## src/rtl/mystic_csr_rmw_pkg.sv

```systemverilog
// Shared Zicsr definitions for the CSR read-modify-write requester: funct3 codes,
// FSM state encodings, read-only address field and the default storage latency.
package mystic_csr_rmw_pkg;

  localparam logic [2:0] F3_RW  = 3'b001;
  localparam logic [2:0] F3_RS  = 3'b010;
  localparam logic [2:0] F3_RC  = 3'b011;
  localparam logic [2:0] F3_RWI = 3'b101;
  localparam logic [2:0] F3_RSI = 3'b110;
  localparam logic [2:0] F3_RCI = 3'b111;

  localparam logic [1:0] ST_IDLE  = 2'd0;
  localparam logic [1:0] ST_READ  = 2'd1;
  localparam logic [1:0] ST_WRITE = 2'd2;
  localparam logic [1:0] ST_RESP  = 2'd3;

  localparam logic [1:0] RO_ADDR_FIELD = 2'b11;
  localparam int DEFAULT_RD_LATENCY = 4;

  // Set/clear forms with a zero source leave the CSR untouched, so no write is issued.
  function automatic logic wr_intent(input logic [2:0] f3, input logic rs1_is_x0,
                                     input logic [4:0] uimm);
    logic w;
    w = 1'b0;
    case (f3)
      F3_RW, F3_RWI:  w = 1'b1;
      F3_RS, F3_RC:   w = ~rs1_is_x0;
      F3_RSI, F3_RCI: w = (uimm != 5'd0);
      default:        w = 1'b0;
    endcase
    return w;
  endfunction

endpackage

```

## src/rtl/mystic_csr_alu.sv

```systemverilog
// Combinational CSR update: RW replaces, RS sets bits, RC clears bits.
module mystic_csr_alu
  import mystic_csr_rmw_pkg::*;
#(
  parameter int XLEN = 64
) (
  input  logic [1:0]      op_i,
  input  logic [XLEN-1:0] old_i,
  input  logic [XLEN-1:0] src_i,
  output logic [XLEN-1:0] new_o
);

  always_comb begin
    new_o = old_i;
    if (op_i == F3_RW[1:0])      new_o = src_i;
    else if (op_i == F3_RS[1:0]) new_o = old_i | src_i;
    else if (op_i == F3_RC[1:0]) new_o = old_i & ~src_i;
  end

endmodule

```

## src/rtl/mystic_csr_rmw.sv

```systemverilog
// Zicsr read-modify-write requester against a pipelined CSR RAM, one transaction at a time.
// Optional illegal-access checking is enabled by defining CSR_ILLEGAL_CHK_EN.
module mystic_csr_rmw
  import mystic_csr_rmw_pkg::*;
#(
  parameter int RD_LATENCY = DEFAULT_RD_LATENCY,
  parameter int XLEN       = 64
) (
  input  logic            clk_i,
  input  logic            rst_i,
  input  logic            req_valid_i,
  output logic            req_ready_o,
  input  logic [2:0]      req_funct3_i,
  input  logic [11:0]     req_addr_i,
  input  logic [XLEN-1:0] req_rs1_i,
  input  logic            req_rs1_is_x0_i,
  input  logic [4:0]      req_uimm_i,
  output logic            rsp_valid_o,
  input  logic            rsp_ready_i,
  output logic [XLEN-1:0] rsp_rdata_o,
  output logic            rsp_illegal_o,
  output logic            csr_we_o,
  output logic [11:0]     csr_addr_o,
  output logic [XLEN-1:0] csr_wdata_o,
  input  logic [XLEN-1:0] csr_rdata_i
);

  localparam int CNT_W = (RD_LATENCY < 1) ? 1 : $clog2(RD_LATENCY + 1);

  logic [1:0]      state_q, state_d;
  logic [1:0]      op_q;
  logic [11:0]     addr_q;
  logic [XLEN-1:0] src_q, src_d;
  logic            wr_en_q, wr_en_d;
  logic            illegal_q, illegal_d;
  logic [CNT_W-1:0] cnt_q;
  logic [XLEN-1:0] old_q;
  logic [XLEN-1:0] new_value;
  logic            accept;
  logic            rd_done;

  assign accept  = req_valid_i && (state_q == ST_IDLE);
  assign rd_done = (cnt_q == CNT_W'(RD_LATENCY));

  always_comb begin
    src_d   = req_funct3_i[2] ? {{(XLEN-5){1'b0}}, req_uimm_i} : req_rs1_i;
    wr_en_d = wr_intent(req_funct3_i, req_rs1_is_x0_i, req_uimm_i);
`ifdef CSR_ILLEGAL_CHK_EN
    illegal_d = (req_funct3_i[1:0] == 2'b00) ||
                ((req_addr_i[11:10] == RO_ADDR_FIELD) && wr_en_d);
`else
    illegal_d = 1'b0;
`endif
  end

  always_comb begin
    state_d = state_q;
    case (state_q)
      ST_IDLE:  if (accept) state_d = ST_READ;
      ST_READ:  if (rd_done) state_d = ST_WRITE;
      ST_WRITE: state_d = ST_RESP;
      ST_RESP:  if (rsp_ready_i) state_d = ST_IDLE;
      default:  state_d = ST_IDLE;
    endcase
  end

  always_ff @(posedge clk_i) begin
    if (rst_i) begin
      state_q   <= ST_IDLE;
      op_q      <= 2'b00;
      addr_q    <= 12'd0;
      src_q     <= '0;
      wr_en_q   <= 1'b0;
      illegal_q <= 1'b0;
      cnt_q     <= '0;
      old_q     <= '0;
    end else begin
      state_q <= state_d;
      if (accept) begin
        op_q      <= req_funct3_i[1:0];
        addr_q    <= req_addr_i;
        src_q     <= src_d;
        wr_en_q   <= wr_en_d;
        illegal_q <= illegal_d;
        cnt_q     <= '0;
      end else if (state_q == ST_READ) begin
        // Storage returns data RD_LATENCY cycles after the first READ cycle.
        if (rd_done) old_q <= csr_rdata_i;
        else         cnt_q <= cnt_q + 1'b1;
      end
    end
  end

  mystic_csr_alu #(.XLEN(XLEN)) u_alu (
    .op_i  (op_q),
    .old_i (old_q),
    .src_i (src_q),
    .new_o (new_value)
  );

  assign req_ready_o   = (state_q == ST_IDLE);
  assign csr_addr_o    = addr_q;
  assign csr_we_o      = (state_q == ST_WRITE) && wr_en_q && !illegal_q;
  assign csr_wdata_o   = (state_q == ST_WRITE) ? new_value : '0;
  assign rsp_valid_o   = (state_q == ST_RESP);
  assign rsp_illegal_o = (state_q == ST_RESP) && illegal_q;
  assign rsp_rdata_o   = ((state_q == ST_RESP) && !illegal_q) ? old_q : '0;

endmodule

```

## config.mk

```make
export PLATFORM = sky130hd
export DESIGN_NAME = mystic_csr_rmw
export DESIGN_NICKNAME = d
export VERILOG_FILES = /design/src/rtl/mystic_csr_rmw_pkg.sv /design/src/rtl/mystic_csr_alu.sv /design/src/rtl/mystic_csr_rmw.sv
export SDC_FILE = /design/constraint.sdc
export NUM_CORES = 1
export LEC_CHECK = 0
export BUFFER_PORTS_ARGS = -buffer_cell sky130_fd_sc_hd__buf_4
export CAP_MARGIN = 0
export CORE_MARGIN = 5
export CORE_UTILIZATION = 45
export CTS_CLUSTER_DIAMETER = 200
export DETAILED_ROUTE_END_ITERATION = 10
export PLACE_DENSITY = 0.77
export SYNTH_ARGS = -nofsm -noshare
export SYNTH_HDL_FRONTEND = slang
export SYNTH_SLANG_ARGS = --single-unit
```

## constraint.sdc

```tcl
create_clock -name clk_i -period 1.7 [get_ports clk_i]
set_clock_uncertainty 0.2 [all_clocks]
set_input_delay 0.085 -clock clk_i [delete_from_list [all_inputs] [get_ports clk_i]]
set_output_delay 0.085 -clock clk_i [all_outputs]
set_load 0.02 [all_outputs]
```

==> results.toml <==
[run_status]
outcome = "finished, violations left"
violations = "negative setup slack"

[synth]
synth_adder_area_share = 0.01140
seq_area_frac_synth = 0.3857
syn_area_sq_um = 7682
syn_inst = 898
synth_area_per_cell_sq_um = 8.555
ys.warnings.count = 0
synthSimpleGateAreaFrac = 0.2239
syn_nets = 1058
ys_types = 42
yosys_register_bits = 148
synth-xor-area-share = 0.003257
synth_compound_area_frac = 0.2292
synth_top_family_by_area = "compound AO/OA/AOI/OAI gates"
muxShareOfSynthArea = 0.09121

[global_route]
busiest_layer = "met2"
gr-usage-met1 = 0.3703
grt_use_met3 = 0.06942
grt-ovfl-total = 0
use_met2 = 0.5408
grt_start_max_net_pins = 47
antenna_found_initial = 0
grt_pass1_vias = 9192
grt_pass1_wl_um = 49590
track_usage = 0.3121

[power_and_ir_drop]
power.leakage_nw = 6.186
powerDensity_nw_per_um2 = 868.3
finalPower_mw = 13.03
ir_drop_v = 0.0007835

[floorplanning]
rows = 47
die_area_sq_um = 19790
die-width_um = 140.7
start_util = 0.4616
io_pins = 297
core_area_sq_um = 16640
dieHeight_um = 140.7

[finish]
final_cell_mix = "208 x buf_4, 156 x dlygate4sd3_1, 151 x nand2_1, 144 x dfxtp_1, 134 x buf_6"
drive_gt1_frac = 0.4483
layout_commonest_cell = "buf_4"
syn_to_final_growth_pct = 95.33
antenna_cells = 0
fillers = 655
layout.nets = 1569
final_area_sq_um = 15010

[clock_tree]
cts_tree = "done"
cts-buffers-inserted = 17
insertion_delay_ns = 0.42
max-clock-path-buffers = 2
cts_root_buf = "clkbuf_16"
h-tree-depth = 4
clock-sinks = 148
path_clk_slew_ns = 0.06

[timing]
fmax_ghz = 0.4669
min_period_over_period = 1.260
fin_crit_ns = 2.142
finalHoldViolations = 0
rsz0062_at_grt = "yes"
layout_setup_ws_ns = -0.4416
fin_tns_setup_ns = -65.65
fin_hold_ws_ns = 0.1093
drv_slew = 0
setup_viol = 276

[route]
route.detailed.drc = 0
vias_per_cell = 6.122
routed_wirelength_um = 42070
antenna_left = 0
drtIter0Drc = 978
via_count = 10050
wl_per_cell_um = 25.63
firstDrtPassIters = 6

[setup_path]
arrival_ns = 1.86
crit_required_ns = 1.41
endpoint_kind = "output pin"
crit_fanout = 18
cp-start-kind = "register"
setup.worst_path.class = "register to output pin"

[hold_path]
hold_class = "input port to register"

[flow_run]
drv_cap = 0

[placed_design]
port_buffers = 295
dp_hpwl_um = 18120
place_congestion = 0.8558
dpl-instance-area_sq_um = 10530
[synthesized netlist by cell type, drive strengths merged]
library cell | instances | area share
nor2 | 4 | 0.0020
clkbuf | 44 | 0.022
a21o | 1 | 0.00098
mux2i | 70 | 0.091
o21ai | 70 | 0.046
nor3 | 2 | 0.0020
nand3 | 1 | 0.00065
inv | 8 | 0.0039
ha | 7 | 0.011
o31a | 1 | 0.0011
and4b | 1 | 0.0013
nand2 | 171 | 0.084
o21a | 1 | 0.00098
or4b | 1 | 0.0013
buf | 31 | 0.029
xor2 | 1 | 0.0021
dfxtp | 148 | 0.39
and2 | 65 | 0.053
o31ai | 1 | 0.00098
a21boi | 65 | 0.064
and4 | 1 | 0.0011
a41o | 1 | 0.0013
a22oi | 27 | 0.026
xnor2 | 1 | 0.0011
a21oi | 3 | 0.0024
o32ai | 1 | 0.0011
nor2b | 93 | 0.076
and2b | 1 | 0.00098
a211oi | 1 | 0.00098
nor4b | 1 | 0.0011
conb | 1 | 0.00049
or4 | 1 | 0.00098
a22o | 73 | 0.083
[critical path, stage by stage (launching register included)]
cell	delay, ns
dfxtp_2	0.33
buf_4	0.17
inv_8	0.12
buf_12	0.18
o21ai_0	0.17
a21boi_2	0.26
buf_4	0.18
[kinds of logic after synthesis]
logic type,Yosys count
and+or+nand+nor,342
AOI/OAI and AO/OA,245
DFF,148
buffers and inverters,83
muxes,70
adders and majority gates,7
xor gates and xnor gates,2
other,1
[power by group]
part,total (mW),internal [mW],switching (mW)
sequential,4.07,3.76,0.314
combinational,5.23,2.79,2.44
clock,3.72,2.18,1.54
total,13.0,8.73,4.30
[metal layers]
metal,vias up,share of wire
met5,-,0
met4,0,0.071
met3,265,0.094
met2,851,0.48
met1,4803,0.35
li1,4127,-
[state kept, by name, indices dropped and copies added (netlist names)]
signal,flops
cnt_q,3
csr_addr_o,12
old_q,64
op_q,2
src_q,64
state_q,2
wr_en_q,1
[cell type report]
cell class	count	area, sq um	share of cell area
sequential	148	2973	0.1981
multi-input combinational	667	5045	0.3362
timing repair buffer	567	6113	0.4074
tap	220	275.3	0.01834
clock inverter	10	108.9	0.007254
clock buffer	21	450.4	0.03002
inverter	8	40.04	0.002668
[metrics by stage]
step           setup WS, ns  instances    util
2_1_floorplan      -0.05142        898       -
3_3_place_gp       -0.01340       1384  0.6329
3_5_place_dp       -0.06962       1384  0.6329
4_1_cts             -0.3124       1587  0.8169
5_1_grt             -0.4715       1641  0.9017
6_report            -0.4416       1641  0.9017
[path summary, 6_finish.rpt]
path | start | endpoint | slack (ns) | depth (start not counted)
max | op_q[0]$_SDFFE_PP0P_ | csr_wdata_o[53] | -0.44 | 6
min | req_funct3_i[2] | src_q[62]$_SDFFE_PP0P_ | 0.11 | 4
max reg2reg | state_q[0]$_SDFFE_PP0P_ | old_q[61]$_SDFFE_PP0P_ | -0.32 | 9
min reg2reg | old_q[56]$_SDFFE_PP0P_ | old_q[56]$_SDFFE_PP0P_ | 0.28 | 2
[repair_timing]
| item | CTS | global route |
|---|---|---|
| hold buffers | 156 | 0 |
| endpoints found under the hold margin | 146 | 0 |
| pin swaps | 26 | 59 |
| gates resized for setup | 193 | 176 |
| setup endpoints to repair | 247 | 259 |
| setup buffers | 9 | 28 |
| gates cloned | 7 | 33 |
No activity file was read; power rests on OpenSTA's default activity.
